**config.mk**
```make
export PLATFORM = sky130hd
export DESIGN_NAME = uart_rx_fifo_flat
export DESIGN_NICKNAME = d
export VERILOG_FILES = /design/src/rtl/uart_rx_fifo_if.sv /design/src/rtl/uart_rx_fifo.sv /design/src/flat_wrapper.sv
export SDC_FILE = /design/constraint.sdc
export NUM_CORES = 1
export LEC_CHECK = 0
export CAP_MARGIN = 20
export CORE_UTILIZATION = 35
export CTS_BUF_LIST = sky130_fd_sc_hd__clkbuf_8 sky130_fd_sc_hd__clkbuf_16
export CTS_CLUSTER_DIAMETER = 40
export CTS_CLUSTER_SIZE = 16
export DETAILED_ROUTE_END_ITERATION = 10
export GPL_ROUTABILITY_DRIVEN = 0
export SLEW_MARGIN = 40
export SYNTH_ARGS = -nofsm -noshare
export SYNTH_HDL_FRONTEND = slang
export SYNTH_SLANG_ARGS = --single-unit
```
**constraint.sdc**
```tcl
create_clock -name clk -period 7 [get_ports clk]
set_clock_uncertainty 0.2 [all_clocks]
set_input_delay 0.7 -clock clk [delete_from_list [all_inputs] [get_ports clk]]
set_output_delay 0.7 -clock clk [all_outputs]
set_load 0.005 [all_outputs]
```
**src/rtl/uart_rx_fifo_if.sv**
```systemverilog
// Host-side bus of the UART receive FIFO: receiver write strobe, host pop and status.
interface uart_rx_fifo_if #(
    parameter int unsigned DATA_W = 8,
    parameter int unsigned ADDR_W = 4
);
    logic              wr_tick;
    logic [DATA_W-1:0] wr_data;
    logic              rd_en;
    logic              clr_overrun;
    logic [DATA_W-1:0] rd_data;
    logic              empty;
    logic              full;
    logic              almost_full;
    logic [ADDR_W:0]   level;
    logic              overrun;

    // Receiver/host side drives strobes and observes the FIFO state
    modport master (
        output wr_tick, wr_data, rd_en, clr_overrun,
        input  rd_data, empty, full, almost_full, level, overrun
    );

    // FIFO side
    modport slave (
        input  wr_tick, wr_data, rd_en, clr_overrun,
        output rd_data, empty, full, almost_full, level, overrun
    );
endinterface

```
**src/rtl/uart_rx_fifo.sv**
```systemverilog
// First-word-fall-through receive FIFO behind a UART receiver, with level,
// almost-full and a sticky overrun flag for bytes dropped while full.
module uart_rx_fifo #(
    parameter int unsigned DATA_W   = 8,
    parameter int unsigned ADDR_W   = 4,
    parameter int unsigned AF_LEVEL = 12
) (
    input  logic           clk,
    input  logic           rst_n,
    uart_rx_fifo_if.slave  bus
);
    localparam int unsigned DEPTH = 2 ** ADDR_W;
    localparam int unsigned LVL_W = ADDR_W + 1;

    logic [DATA_W-1:0] mem_q [DEPTH];
    logic [ADDR_W-1:0] wr_ptr_q, wr_ptr_d;
    logic [ADDR_W-1:0] rd_ptr_q, rd_ptr_d;
    logic [LVL_W-1:0]  level_q, level_d;
    logic              overrun_q, overrun_d;

    logic              empty_c;
    logic              full_c;
    logic              wr_acc_c;
    logic              rd_acc_c;
    logic              drop_c;

    // Flags decoded from the registered level counter
    assign empty_c = (level_q == LVL_W'(0));
    assign full_c  = (level_q == LVL_W'(DEPTH));

    // Accept/drop decisions and next-state for pointers, level and overrun
    always_comb begin
        wr_acc_c  = 1'b0;
        rd_acc_c  = 1'b0;
        drop_c    = 1'b0;
        wr_ptr_d  = wr_ptr_q;
        rd_ptr_d  = rd_ptr_q;
        level_d   = level_q;
        overrun_d = overrun_q;

        // A pop frees a slot in the same cycle, so full+read still accepts the write
        wr_acc_c = bus.wr_tick & (~full_c | bus.rd_en);
        rd_acc_c = bus.rd_en & ~empty_c;
        drop_c   = bus.wr_tick & full_c & ~bus.rd_en;

        if (wr_acc_c) begin
            wr_ptr_d = wr_ptr_q + ADDR_W'(1);
        end
        if (rd_acc_c) begin
            rd_ptr_d = rd_ptr_q + ADDR_W'(1);
        end
        if (wr_acc_c && !rd_acc_c) begin
            level_d = level_q + LVL_W'(1);
        end else if (rd_acc_c && !wr_acc_c) begin
            level_d = level_q - LVL_W'(1);
        end

        // A new drop takes priority over a coincident clear
        if (drop_c) begin
            overrun_d = 1'b1;
        end else if (bus.clr_overrun) begin
            overrun_d = 1'b0;
        end
    end

    // Pointer, level and overrun registers
    always_ff @(posedge clk or negedge rst_n) begin
        if (!rst_n) begin
            wr_ptr_q  <= '0;
            rd_ptr_q  <= '0;
            level_q   <= '0;
            overrun_q <= 1'b0;
        end else begin
            wr_ptr_q  <= wr_ptr_d;
            rd_ptr_q  <= rd_ptr_d;
            level_q   <= level_d;
            overrun_q <= overrun_d;
        end
    end

    // Storage array; contents are not reset, validity is tracked by level
    always_ff @(posedge clk) begin
        if (wr_acc_c) begin
            mem_q[wr_ptr_q] <= bus.wr_data;
        end
    end

    // Output drive: head entry falls through combinationally
    assign bus.rd_data     = mem_q[rd_ptr_q];
    assign bus.empty       = empty_c;
    assign bus.full        = full_c;
    assign bus.almost_full = (level_q >= LVL_W'(AF_LEVEL));
    assign bus.level       = level_q;
    assign bus.overrun     = overrun_q;
endmodule
```
**src/flat_wrapper.sv**
```systemverilog
// flat-port wrapper written by rule: the top's interface ports become plain ports
module uart_rx_fifo_flat 
#(
    parameter int unsigned DATA_W   = 8,
    parameter int unsigned ADDR_W   = 4,
    parameter int unsigned AF_LEVEL = 12
)
  (clk, rst_n, bus_wr_tick, bus_wr_data, bus_rd_en, bus_clr_overrun, bus_rd_data, bus_empty, bus_full, bus_almost_full, bus_level, bus_overrun);
  uart_rx_fifo_if #(.DATA_W(DATA_W), .ADDR_W(ADDR_W)) bus_i ();
  input  logic clk;
  input  logic rst_n;
  input wire logic [$bits(bus_i.wr_tick)-1:0] bus_wr_tick;
  input wire logic [$bits(bus_i.wr_data)-1:0] bus_wr_data;
  input wire logic [$bits(bus_i.rd_en)-1:0] bus_rd_en;
  input wire logic [$bits(bus_i.clr_overrun)-1:0] bus_clr_overrun;
  output wire logic [$bits(bus_i.rd_data)-1:0] bus_rd_data;
  output wire logic [$bits(bus_i.empty)-1:0] bus_empty;
  output wire logic [$bits(bus_i.full)-1:0] bus_full;
  output wire logic [$bits(bus_i.almost_full)-1:0] bus_almost_full;
  output wire logic [$bits(bus_i.level)-1:0] bus_level;
  output wire logic [$bits(bus_i.overrun)-1:0] bus_overrun;
  assign bus_i.wr_tick = bus_wr_tick;
  assign bus_i.wr_data = bus_wr_data;
  assign bus_i.rd_en = bus_rd_en;
  assign bus_i.clr_overrun = bus_clr_overrun;
  assign bus_rd_data = bus_i.rd_data;
  assign bus_empty = bus_i.empty;
  assign bus_full = bus_i.full;
  assign bus_almost_full = bus_i.almost_full;
  assign bus_level = bus_i.level;
  assign bus_overrun = bus_i.overrun;
  uart_rx_fifo #(.DATA_W(DATA_W), .ADDR_W(ADDR_W), .AF_LEVEL(AF_LEVEL)) u_core (.clk(clk), .rst_n(rst_n), .bus(bus_i));
endmodule
```
==> run summary <==
After technology mapping, the gate count stands at 340. The worst setup path is launched from a flop. Number of flops mapped to enable cells by yosys: 128. Most used standard cell by instance count after synthesis: sky130_fd_sc_hd__edfxtp_1. The logs give 0.243 mV for the maximum vdd ir drop and 4 for the number of iterations in the first detailed-routing pass. The final-report max-slew violation count is 0, and the total count of hold-check failures in the final report is 0.

The worst setup path is captured at an output port. Clock-pin slew was measured on the worst setup and hold paths at 0.06 ns. In this run, post-CTS repair resized a total of 0 instances. The final setup violation count is 0, and the data required time at the worst endpoint is 6.10 ns.

Dividing the detail-routed wire length by the instance count gives 19.2 um. The most used flip-flop cell after synthesis is sky130_fd_sc_hd__edfxtp_1. The worst register-to-register path begins at u_core.bus.level[1]$_DFFE_PN0P_. The critical path launch point was u_core.rd_ptr_q[0]$_DFFE_PN0P_. In the synthesized netlist the async set-or-reset flop fraction comes to 9.86%. Number of rows created at floorplan: 46. Number of global-route vias before repair: 3064. The dominant cell type by area after synthesis is sky130_fd_sc_hd__edfxtp_1. The area taken by multi-input logic gates is 1510 sq um, and the minimum period implied by the final worst setup slack is 3.66 ns. The highest metal layer with signal wires was met4. The setup check on the worst reg-to-reg path leaves a slack of 4.01 ns. Setup repair after global routing left no endpoint under its margin. The number of top-level pins was 30; the height of the die was 131 um. For the number of levels the H-tree was split into, the log shows 4.

The commonest cells after synthesis are sky130_fd_sc_hd__edfxtp_1, sky130_fd_sc_hd__mux2i_1, sky130_fd_sc_hd__nand2_1. In this run the cell area of the synthesized design comes to 5860 sq um. The run gives 0 as the number of antenna violations at the first check in global routing. For the worst flop-to-flop path, the logic depth is 11. The share of synthesized area occupied by flip-flops and latches came out at 71.6%. The sequential cell area was 4200 sq um. The layout cell share with drive strength beyond 1 was 18.5%. Across the run, the number of max-cap violations was 0.

The area share of the leading cell type in the synthesized netlist came out at 65.6%. The floorplan die width was 131 um. In this run the worst hold path is classified as flop to flop.

The global routing usage summed across all routing layers was 14.4%. In this run the worst path has a maximum fanout of 51. The run gives 0 as the DRC violation count after routing.

Destination of the critical timing path: bus_rd_data[4]. By area the synthesized netlist is led by sky130_fd_sc_hd__edfxtp_1, sky130_fd_sc_hd__mux4_2, sky130_fd_sc_hd__dfrtp_1. The post-CTS setup repair buffer count is 0, and the total nets after synthesis is 363. For this configuration, the core starts out at a cell density of 36.4%.

The logs give 2 for the maximum clock path buffer count and 399 for the number of nets in the layout. The detailed-routed wire length on met2 came out at 5380 um. STA puts the critical path data arrival time at 2.76 ns. After filler insertion, the fill cell instance count of the layout stands at 1463. The area growth from synthesis to final layout came out at 17.4%.

The root buffer cell was sky130_fd_sc_hd__clkbuf_16. After detailed routing, the number of vias per cell comes to 5.03. For the area of the core region, the log shows 16100 sq um. Estimated wirelength of the detail-placed design: 7530 um. For this design the ratio of total power to cell area is 414 nW/um^2. The flow ran to the end, and the final reports show no timing, DRC or antenna violations. The portion of the clock cycle consumed by the worst path in the final layout is 52.3%. The run gives 0.273 GHz as the fmax.

Measured on the finished design, the core utilization comes to 42.7%. The hold-critical path depth was 2; the sum of routed wire segments on met1 was 5500 um. For the relative slew slack, the log shows 46.1%. The sum of overflow across all layers after global routing was 0. The tools report the final antenna diode count as 0.

The endpoint identified for the worst register-to-register timing path is u_core.bus.level[4]$_DFFE_PN0P_. The number of I/O port buffers came out at 29. Critical setup path kind: flop to output port.

The tools report the number of CTS-inserted buffers as 17. The die covers 17300 sq um. Detailed routing placed a total of 517 um of wire on met3.

The total leakage power was 2.36 nW. Counting distinct cell types in the post-synthesis netlist gives 38. The transition time of the tightest slew-check pin works out to 0.806 ns.

Yosys printed 0 warnings. The antenna violation net count after detailed routing came out at 0. The first global-routing pass estimated 18300 um of wire.

The final route contains 3044 vias. The logs give 0 for the number of buffers inserted by hold repair at cts and 0 ns for the sum of negative setup slack. The number of register bits inferred by synthesis works out to 142. For the worst-skew pair, the clock arrives at the later sink with an insertion delay of 0.41 ns. A synthesized cell averages 17.2 sq um.

The routed wire length was 11600 um; the number of DRC markers after the initial detailed-route iteration was 230. The pin count of the biggest net entering global routing came out at 52. The count of clock tree sinks was 142. TritonCTS built the clock tree.
-- kinds of logic (layout without fill, tap and decap cells) --
group / Yosys count / in the layout / share of synthesized area (%)
DFF: 142 / 142 / 71.6
AOI/OAI and AO/OA: 51 / 51 / 5.66
and+or+nand+nor: 51 / 51 / 4.04
muxes: 49 / 49 / 12.0
buffers and inverters: 27 / 76 / 2.99
adders and majority gates: 10 / 10 / 2.26
xor gates and xnor gates: 10 / 10 / 1.50
-- where the power goes --
part / switching [W] / internal, W
Sequential: 0.000109 / 0.00104
Combinational: 0.000453 / 0.000431
Clock: 0.000332 / 0.000479
Total: 0.000894 / 0.00195
-- critical path, cell delays in order, from the launching register on --
cell and delay (ns):
sky130_fd_sc_hd__dfrtp_2 0.35, sky130_fd_sc_hd__buf_6 0.50, sky130_fd_sc_hd__mux2_2 0.43, sky130_fd_sc_hd__o21ai_0 0.20, sky130_fd_sc_hd__a21oi_1 0.10, sky130_fd_sc_hd__o21ai_0 0.20
sky130_fd_sc_hd__nand2_1 0.08, sky130_fd_sc_hd__clkdlybuf4s50_1 0.45
-- area by class of cell --
type,count,share of cell area [%]
Clock buffer,17,6.19
Timing Repair Buffer,34,4.82
Tap cell,216,3.93
Sequential cell,142,61.0
Inverter,10,0.546
Multi-Input combinational cell,171,21.9
Clock inverter,15,1.56
-- sequential cells by signal, indices dropped and copies added (netlist names) --
name and flops:
u_core.rd_ptr_q 4, u_core.bus.level 5, u_core.wr_ptr_q 4, u_core.mem_q 128, u_core.bus.overrun 1
-- worst min-delay path by stage --
stage | end | start
global route | u_core.bus.overrun$_DFFE_PN0P_ | u_core.bus.overrun$_DFFE_PN0P_
detailed placement | u_core.bus.overrun$_DFFE_PN0P_ | u_core.bus.overrun$_DFFE_PN0P_
finish | u_core.bus.overrun$_DFFE_PN0P_ | u_core.bus.overrun$_DFFE_PN0P_
CTS | u_core.bus.overrun$_DFFE_PN0P_ | u_core.bus.overrun$_DFFE_PN0P_
floorplan | u_core.bus.level[0]$_DFFE_PN0P_ | rst_n
global placement | u_core.bus.overrun$_DFFE_PN0P_ | u_core.bus.overrun$_DFFE_PN0P_
-- placed cells by master (no fill, tap or decap), types with 2 or more instances in the layout --
cell / Yosys / final
sky130_fd_sc_hd__nor3_1: 4 / 4
sky130_fd_sc_hd__mux2i_1: 25 / 25
sky130_fd_sc_hd__inv_6: 0 / 2
sky130_fd_sc_hd__inv_1: 9 / 13
sky130_fd_sc_hd__nand2b_1: 2 / 2
sky130_fd_sc_hd__nor2_2: 1 / 8
sky130_fd_sc_hd__o21ai_0: 20 / 20
sky130_fd_sc_hd__nor2_1: 14 / 7
sky130_fd_sc_hd__nand2_1: 22 / 22
sky130_fd_sc_hd__buf_4: 0 / 4
sky130_fd_sc_hd__edfxtp_1: 128 / 128
sky130_fd_sc_hd__clkdlybuf4s50_1: 0 / 29
sky130_fd_sc_hd__a221oi_1: 6 / 6
sky130_fd_sc_hd__xor2_1: 2 / 2
sky130_fd_sc_hd__a221oi_2: 2 / 2
sky130_fd_sc_hd__clkinv_1: 0 / 2
sky130_fd_sc_hd__xnor2_1: 8 / 8
sky130_fd_sc_hd__a22oi_1: 8 / 8
sky130_fd_sc_hd__nor2b_2: 1 / 2
sky130_fd_sc_hd__a21o_1: 3 / 3
sky130_fd_sc_hd__mux4_2: 16 / 16
sky130_fd_sc_hd__dfrtp_1: 14 / 12
sky130_fd_sc_hd__clkbuf_16: 0 / 17
sky130_fd_sc_hd__clkinvlp_4: 0 / 3
sky130_fd_sc_hd__clkinv_2: 0 / 3
sky130_fd_sc_hd__dfrtp_2: 0 / 2
sky130_fd_sc_hd__ha_1: 9 / 9
sky130_fd_sc_hd__mux2_2: 8 / 8
sky130_fd_sc_hd__a21oi_1: 10 / 10
-- through the flow --
stage	area, sq um	hold slack, ns	cells	power (W)	setup slack [ns]
2_1_floorplan	5860	0.204	340	0.00175	4.22
3_5_place_dp	6340	0.351	573	0.00206	3.66
6_report	6880	0.351	605	0.00285	3.34
3_3_place_gp	6320	0.320	573	0.00204	3.32
4_1_cts	6870	0.358	605	0.00287	3.29
5_1_grt	6880	0.387	605	0.00299	3.11
-- routing by layer --
metal / track usage, % / vias to the layer above
met3: 3.09 / 17
met2: 21.6 / 67
li1: - / 1385
met5: 0 / -
met4: 6.01 / 0
met1: 20.4 / 1575
(Power assumes the default switching activity.)
